<file path="src/rtl/mem_arbiter.sv">
// mem_arbiter: shares one main-memory port between the CPU control unit
// (port 0) and a DMA/debug master (port 1). Transactions are serialised
// through IDLE -> BUSY -> ACK; read data and the ack pulse are registered.
// Optional feature macro: MEM_ARB_TIMEOUT_EN (adds bus_err_o and TIMEOUT).
//
// state | meaning
// IDLE  | no access in flight; arbitrate and latch the winner on a request
// BUSY  | memory strobe asserted from latched op/addr/wdata, wait mem_ready
// ACK   | one-cycle ack to the winner, strobes low, then back to IDLE
module mem_arbiter #(
   parameter int AW           = 32,
   parameter int DW           = 32,
   parameter int CPU_PRIO     = 1,
   parameter int STARVE_LIMIT = 4
`ifdef MEM_ARB_TIMEOUT_EN
   ,
   parameter int TIMEOUT      = 64
`endif
) (
   input  logic          clk,
   input  logic          rst_n,
   input  logic          cpu_rd_i,
   input  logic          cpu_wr_i,
   input  logic [AW-1:0] cpu_addr_i,
   input  logic [DW-1:0] cpu_wdata_i,
   output logic [DW-1:0] cpu_rdata_o,
   output logic          cpu_ack_o,
   output logic          cpu_wait_o,
   input  logic          dma_rd_i,
   input  logic          dma_wr_i,
   input  logic [AW-1:0] dma_addr_i,
   input  logic [DW-1:0] dma_wdata_i,
   output logic [DW-1:0] dma_rdata_o,
   output logic          dma_ack_o,
`ifdef MEM_ARB_TIMEOUT_EN
   output logic          bus_err_o,
`endif
   output logic          mem_rd_o,
   output logic          mem_wr_o,
   output logic [AW-1:0] mem_addr_o,
   output logic [DW-1:0] mem_wdata_o,
   input  logic [DW-1:0] mem_rdata_i,
   input  logic          mem_ready_i
);

   typedef enum logic [1:0] {ST_IDLE, ST_BUSY, ST_ACK} state_t;

   localparam logic [3:0] STARVE_MAX = 4'(STARVE_LIMIT);

   state_t        state_q;
   logic          owner_q;       // 0 = CPU, 1 = DMA
   logic          last_grant_q;
   logic          op_wr_q;
   logic [AW-1:0] addr_q;
   logic [DW-1:0] wdata_q;
   logic [3:0]    starve_q, starve_d;
   logic          mem_rd_q, mem_wr_q;
   logic          cpu_ack_q, dma_ack_q;
   logic [DW-1:0] cpu_rdata_q, dma_rdata_q;
   logic          cpu_req, dma_req, grant_dma_d;

`ifdef MEM_ARB_TIMEOUT_EN
   localparam int            TW       = $clog2(TIMEOUT + 1);
   localparam logic [TW-1:0] TMO_LAST = TW'(TIMEOUT - 1);
   logic [TW-1:0] tmo_q;
   logic          bus_err_q;
   assign bus_err_o = bus_err_q;
`endif

   assign cpu_req = cpu_rd_i | cpu_wr_i;
   assign dma_req = dma_rd_i | dma_wr_i;

   // Winner selection for the IDLE cycle plus the starvation counter update.
   always_comb begin
      grant_dma_d = 1'b0;
      if (CPU_PRIO != 0)
         grant_dma_d = dma_req & (~cpu_req | (starve_q == STARVE_MAX));
      else
         grant_dma_d = dma_req & (~cpu_req | ~last_grant_q);
      starve_d = starve_q;
      if (grant_dma_d)
         starve_d = 4'd0;
      else if (dma_req && (starve_q != STARVE_MAX))
         starve_d = starve_q + 4'd1;
   end

   // Sequencer: latches the granted access and produces all registered outputs.
   always_ff @(posedge clk or negedge rst_n) begin
      if (!rst_n) begin
         state_q      <= ST_IDLE;
         owner_q      <= 1'b0;
         last_grant_q <= 1'b1;   // DMA, so the CPU wins the first tie
         op_wr_q      <= 1'b0;
         addr_q       <= '0;
         wdata_q      <= '0;
         starve_q     <= 4'd0;
         mem_rd_q     <= 1'b0;
         mem_wr_q     <= 1'b0;
         cpu_ack_q    <= 1'b0;
         dma_ack_q    <= 1'b0;
         cpu_rdata_q  <= '0;
         dma_rdata_q  <= '0;
`ifdef MEM_ARB_TIMEOUT_EN
         tmo_q        <= '0;
         bus_err_q    <= 1'b0;
`endif
      end else begin
         cpu_ack_q <= 1'b0;
         dma_ack_q <= 1'b0;
`ifdef MEM_ARB_TIMEOUT_EN
         bus_err_q <= 1'b0;
`endif
         case (state_q)
            ST_IDLE: begin
               if (cpu_req || dma_req) begin
                  owner_q      <= grant_dma_d;
                  last_grant_q <= grant_dma_d;
                  starve_q     <= starve_d;
                  op_wr_q      <= grant_dma_d ? dma_wr_i : cpu_wr_i;
                  addr_q       <= grant_dma_d ? dma_addr_i : cpu_addr_i;
                  wdata_q      <= grant_dma_d ? dma_wdata_i : cpu_wdata_i;
                  mem_wr_q     <= grant_dma_d ? dma_wr_i : cpu_wr_i;
                  mem_rd_q     <= grant_dma_d ? ~dma_wr_i : ~cpu_wr_i;
`ifdef MEM_ARB_TIMEOUT_EN
                  tmo_q        <= '0;
`endif
                  state_q      <= ST_BUSY;
               end
            end
            ST_BUSY: begin
               if (mem_ready_i) begin
                  mem_rd_q <= 1'b0;
                  mem_wr_q <= 1'b0;
                  if (!op_wr_q) begin
                     if (owner_q) dma_rdata_q <= mem_rdata_i;
                     else         cpu_rdata_q <= mem_rdata_i;
                  end
                  cpu_ack_q <= ~owner_q;
                  dma_ack_q <= owner_q;
                  state_q   <= ST_ACK;
               end
`ifdef MEM_ARB_TIMEOUT_EN
               else if (tmo_q == TMO_LAST) begin
                  mem_rd_q  <= 1'b0;
                  mem_wr_q  <= 1'b0;
                  if (owner_q) dma_rdata_q <= '0;
                  else         cpu_rdata_q <= '0;
                  cpu_ack_q <= ~owner_q;
                  dma_ack_q <= owner_q;
                  bus_err_q <= 1'b1;
                  state_q   <= ST_ACK;
               end else begin
                  tmo_q <= tmo_q + 1'b1;
               end
`endif
            end
            ST_ACK:  state_q <= ST_IDLE;
            default: state_q <= ST_IDLE;
         endcase
      end
   end

   assign mem_rd_o    = mem_rd_q;
   assign mem_wr_o    = mem_wr_q;
   assign mem_addr_o  = addr_q;
   assign mem_wdata_o = wdata_q;
   assign cpu_ack_o   = cpu_ack_q;
   assign dma_ack_o   = dma_ack_q;
   assign cpu_rdata_o = cpu_rdata_q;
   assign dma_rdata_o = dma_rdata_q;
   assign cpu_wait_o  = cpu_req & ~cpu_ack_q;

endmodule

</file>
<file path="config.mk">
export PLATFORM = sky130hd
export DESIGN_NAME = mem_arbiter
export DESIGN_NICKNAME = d
export VERILOG_FILES = /design/src/rtl/mem_arbiter.sv
export SDC_FILE = /design/constraint.sdc
export NUM_CORES = 1
export LEC_CHECK = 0
export BUFFER_PORTS_ARGS = -buffer_cell sky130_fd_sc_hd__buf_2
export CORE_AREA = 2 2 117 119
export CTS_CLUSTER_DIAMETER = 50
export DETAILED_ROUTE_END_ITERATION = 7
export DIE_AREA = 0 0 119 121
export GPL_TIMING_DRIVEN = 0
export PLACE_DENSITY_LB_ADDON = 0.1
export SYNTH_ARGS = -nofsm -noshare
export SYNTH_HDL_FRONTEND = slang
export SYNTH_SLANG_ARGS = --single-unit
</file>
<file path="constraint.sdc">
create_clock -name clk -period 3.3 [get_ports clk]
set_input_delay 0.33 -clock clk [delete_from_list [all_inputs] [get_ports clk]]
set_output_delay 0.33 -clock clk [all_outputs]
set_load 0.01 [all_outputs]
</file>
==> metrics.md <==
| Metric | Value |
|---|---|
| Status | complete, no violations |
| Largest buffer count on any clock path | 2 |
| CP Capture Type | flop |
| Share of the synthesized area in the top cell type | 58.92% |
| Flop and latch count out of synthesis | 140 |
| Warnings from Yosys | 0 |
| Critical path peak fanout | 10 |
| Final setup slack of the worst path | 1.037 ns |
| Post-synthesis cell area | 5946 sq um |
| Maximum level of the CTS H-tree | 4 |
| Setup TNS after final layout | 0 ns |
| Layout fillers | 1126 |
| Total routed wirelength | 17.51 mm |
| Largest incremental delay on the critical path | 0.49 ns |
| Clock latency of the later-clocked register in the worst-skew pair | 0.41 ns |
| Tightest hold margin | 0.1435 ns |
| Count leader, synth | sky130_fd_sc_hd__dfrtp_1 |
| Resized cells post-CTS | 0 |
| Top metal layer carrying routed signals | met4 |
| Routed metal-1 wire length | 7.350 mm |
| Die area | 14400 sq um |
| Wire length of the first global-routing pass | 28.08 mm |
| Launching element type of the critical path | flop |
| Via count of the first global-routing pass | 5383 |
| Relative slew slack | 58.27% |
| Synth Net Count | 712 |
| Sequential cell area | 3503 sq um |
| Largest area contributor in the netlist | sky130_fd_sc_hd__dfrtp_1 |
| RSZ-0062 raised after global routing | false |
| Clock slew at the register clock pins of the worst setup and hold paths | 0.06 ns |
| Hold Crit Class | in2reg |
| Number of clock sinks | 140 |
| Category of the critical setup timing path | reg2reg |
| Average vias per placed instance | 5.008 |
| Placement-stage worst setup slack | 1.003 ns |
| Cell at the root of the clock tree | sky130_fd_sc_hd__clkbuf_16 |
| Crit path time final | 2.263 ns |
| Kind of cell adding the most delay to the critical path | buffers and inverters |
| Std cell rows | 42 |
| Clock tree from TritonCTS | built |
| Remaining antenna violation count | 0 |
| Standard cell core area | 13090 sq um |
| Area of placed instances | 7696 sq um |
| Static leakage power | 4.392 nW |
| Most frequent cell on the critical path | sky130_fd_sc_hd__clkbuf_1 |
| Final setup vio count | 0 |
| Sequential share of the synthesized area | 58.92% |
| Worst path bufs/invs | 3 |
| Placed wire-length estimate | 13.16 mm |
| Number of diodes added for antenna fixing | 0 |
| Fraction of final layout cells with drive strength greater than 1 | 47.66% |
| Crit share post-route | 68.57% |
| Setup skew after layout | 0.01022 ns |
| Final hold violation count | 0 |
| Slowest stage cell on the critical path | sky130_fd_sc_hd__o22ai_2 |
| Global placer's final weighted congestion | 0.7877 |
| Vertical extent of the die | 121 um |
| Cells after synthesis | 543 |
| Clock buffer count from CTS | 17 |
| Detailed-route DRC error count | 0 |
| CTS hold repair buffers | 1 |
| Critical Path RT | 3.63 ns |
| Pwr Density | 997.8 nW/um^2 |
| Max Clock Freq | 0.4419 GHz |
| Routed len/inst | 16.66 um |
| Total routing resource utilization after global routing | 25.10% |
| Routed length on met2 | 8.652 mm |
| First-pass iteration count of the detailed router | 4 |
| Area taken by multi-input logic gates | 2243 sq um |
| CP Cell Sequence | inv_1 > ha_1 > and3b_1 > clkbuf_1 > o22ai_2 > clkbuf_1 > nand2_1 > a21oi_1 |
| Final instance count without filler cells | 1051 |
| Instance count after placement with tap cells included | 1019 |
| Highest ir drop seen on vdd | 0.4444 mV |
| Number of I/O port buffers | 299 |
| Number of nets at the end of the flow | 1032 |
| Critical path data arrival time | 2.59 ns |
| Synth Area per Inst | 10.95 sq um |
| Initial antenna violation count | 0 |
| Drt first-iter violations | 249 |
| Levels on crit path | 8 |
| Area contributors post-synth | sky130_fd_sc_hd__dfrtp_1 59%, sky130_fd_sc_hd__a21oi_1 11%, sky130_fd_sc_hd__mux2_4 7.6%, sky130_fd_sc_hd__mux2_2 6.1%, sky130_fd_sc_hd__nor2_1 4.4% |
| Most frequent cells after synthesis | 140 x sky130_fd_sc_hd__dfrtp_1, 128 x sky130_fd_sc_hd__a21oi_1, 70 x sky130_fd_sc_hd__nor2_1, 67 x sky130_fd_sc_hd__nand2_1, 32 x sky130_fd_sc_hd__mux2_2 |
| Worst hold stages | 3 |
| Buffer count from post-CTS setup fixing | 0 |
| Slew @ Worst Pin | 0.6236 ns |
| Synth-to-layout area growth | 39.86% |
| Number of max-cap violations | 0 |
| Effective utilization at floorplan | 45.44% |
| Die width | 119 um |
| Met3 wire len | 1.263 mm |
| Overflow after GRT | 0 |
| Number of enable-type register cells in the synthesized netlist | 0 |
| Detailed-route via count | 5263 |
| Number of cells on the worst reg-to-reg path | 8 |
| Total I/O pin count | 300 |
| Async set-or-reset flop fraction in the synthesized netlist | 100.0% |
| Distinct cell type count after synthesis | 33 |
| Max-slew violation count | 0 |
| Largest net degree at the start of global routing | 79 |
| Top FF cell, synth | sky130_fd_sc_hd__dfrtp_1 |
| Design Area, Final | 8315 sq um |
==> per-layer routing <==
| layer | vias up | GRT usage [%] |
|---|---|---|
| met4 | 0 | 7.961 |
| met5 | - | 0 |
| met1 | 2531 | 31.14 |
| li1 | 2492 | - |
| met3 | 19 | 7.848 |
| met2 | 221 | 42.03 |
==> flip-flops by register name, summed over array words and instances (netlist names), 2 cells and up <==
| signal | flops |
|---|---|
| mem_wdata_o | 32 |
| starve_q | 4 |
| mem_addr_o | 32 |
| cpu_rdata_o | 32 |
| state_q | 2 |
| dma_rdata_o | 32 |
==> report_power, final <==
part,internal [mW],total [mW],switching (mW)
combinational,1.52,3.30,1.78
sequential,2.57,3.04,0.472
clock,1.25,1.96,0.712
total,5.34,8.30,2.96
==> cells in the final DEF, fill, tap and decap left out, types with 3 or more instances in the layout <==
cell type,count
sky130_fd_sc_hd__a21oi_1,128
sky130_fd_sc_hd__nor2_1,70
sky130_fd_sc_hd__clkbuf_1,15
sky130_fd_sc_hd__o21ai_0,7
sky130_fd_sc_hd__inv_1,4
sky130_fd_sc_hd__buf_2,313
sky130_fd_sc_hd__dfrtp_1,140
sky130_fd_sc_hd__mux2_2,32
sky130_fd_sc_hd__clkbuf_16,17
sky130_fd_sc_hd__buf_6,4
sky130_fd_sc_hd__nand3_1,6
sky130_fd_sc_hd__bufinv_16,3
sky130_fd_sc_hd__nand2_1,67
sky130_fd_sc_hd__mux2_4,30
sky130_fd_sc_hd__clkinv_2,3
sky130_fd_sc_hd__clkbuf_8,3
==> layout make-up <==
class | count | area share [%]
buffer | 36 | 2.212
timing repair buffer | 301 | 18.52
clock buffer | 21 | 5.658
multi-input combinational | 363 | 26.98
tap | 176 | 2.648
inverter | 4 | 0.1806
clock inverter | 10 | 1.670
sequential | 140 | 42.13
==> metrics by stage <==
stage | utilization, % | power (mW)
CTS | 63.55 | 8.370
global route | 63.55 | 8.886
floorplan | - | 4.947
finish | 63.55 | 8.297
global placement | 58.56 | 6.254
detailed placement | 58.82 | 6.383
==> path summary, 6_finish.rpt <==
kind / startpoint / end / slack (ns)
hold / removal: cpu_addr_i[30] / mem_addr_o[30] / 0.14
setup / recovery: starve_q[0] / mem_wdata_o[3] / 1.04
max in group asynchronous: rst_n / mem_addr_o[18] / 2.03
min in group asynchronous: rst_n / dma_rdata_o[5] / 0.48
setup reg to reg: starve_q[0] / mem_wdata_o[3] / 1.04
hold reg to reg: owner_q / cpu_ack_o / 0.47
==> worst register-to-register path, delay by kind of cell (launching register included) <==
kind            cells  cell delay (ns)
fa+ha+maj           1             0.19
simple gates        2             0.29
compound gates      2             0.65
buf+inv             3             0.70
flops               1             0.36
==> cell families after synthesis <==
family | Yosys count | synth area share [%]
buffers and inverters | 40 | 3.346
muxes | 64 | 14.02
and+or+nand+nor | 153 | 10.54
adders and majority gates | 2 | 0.4208
AOI/OAI and AO/OA | 144 | 12.75
DFF | 140 | 58.92
Note: power is estimated with default switching activity, not from simulation.
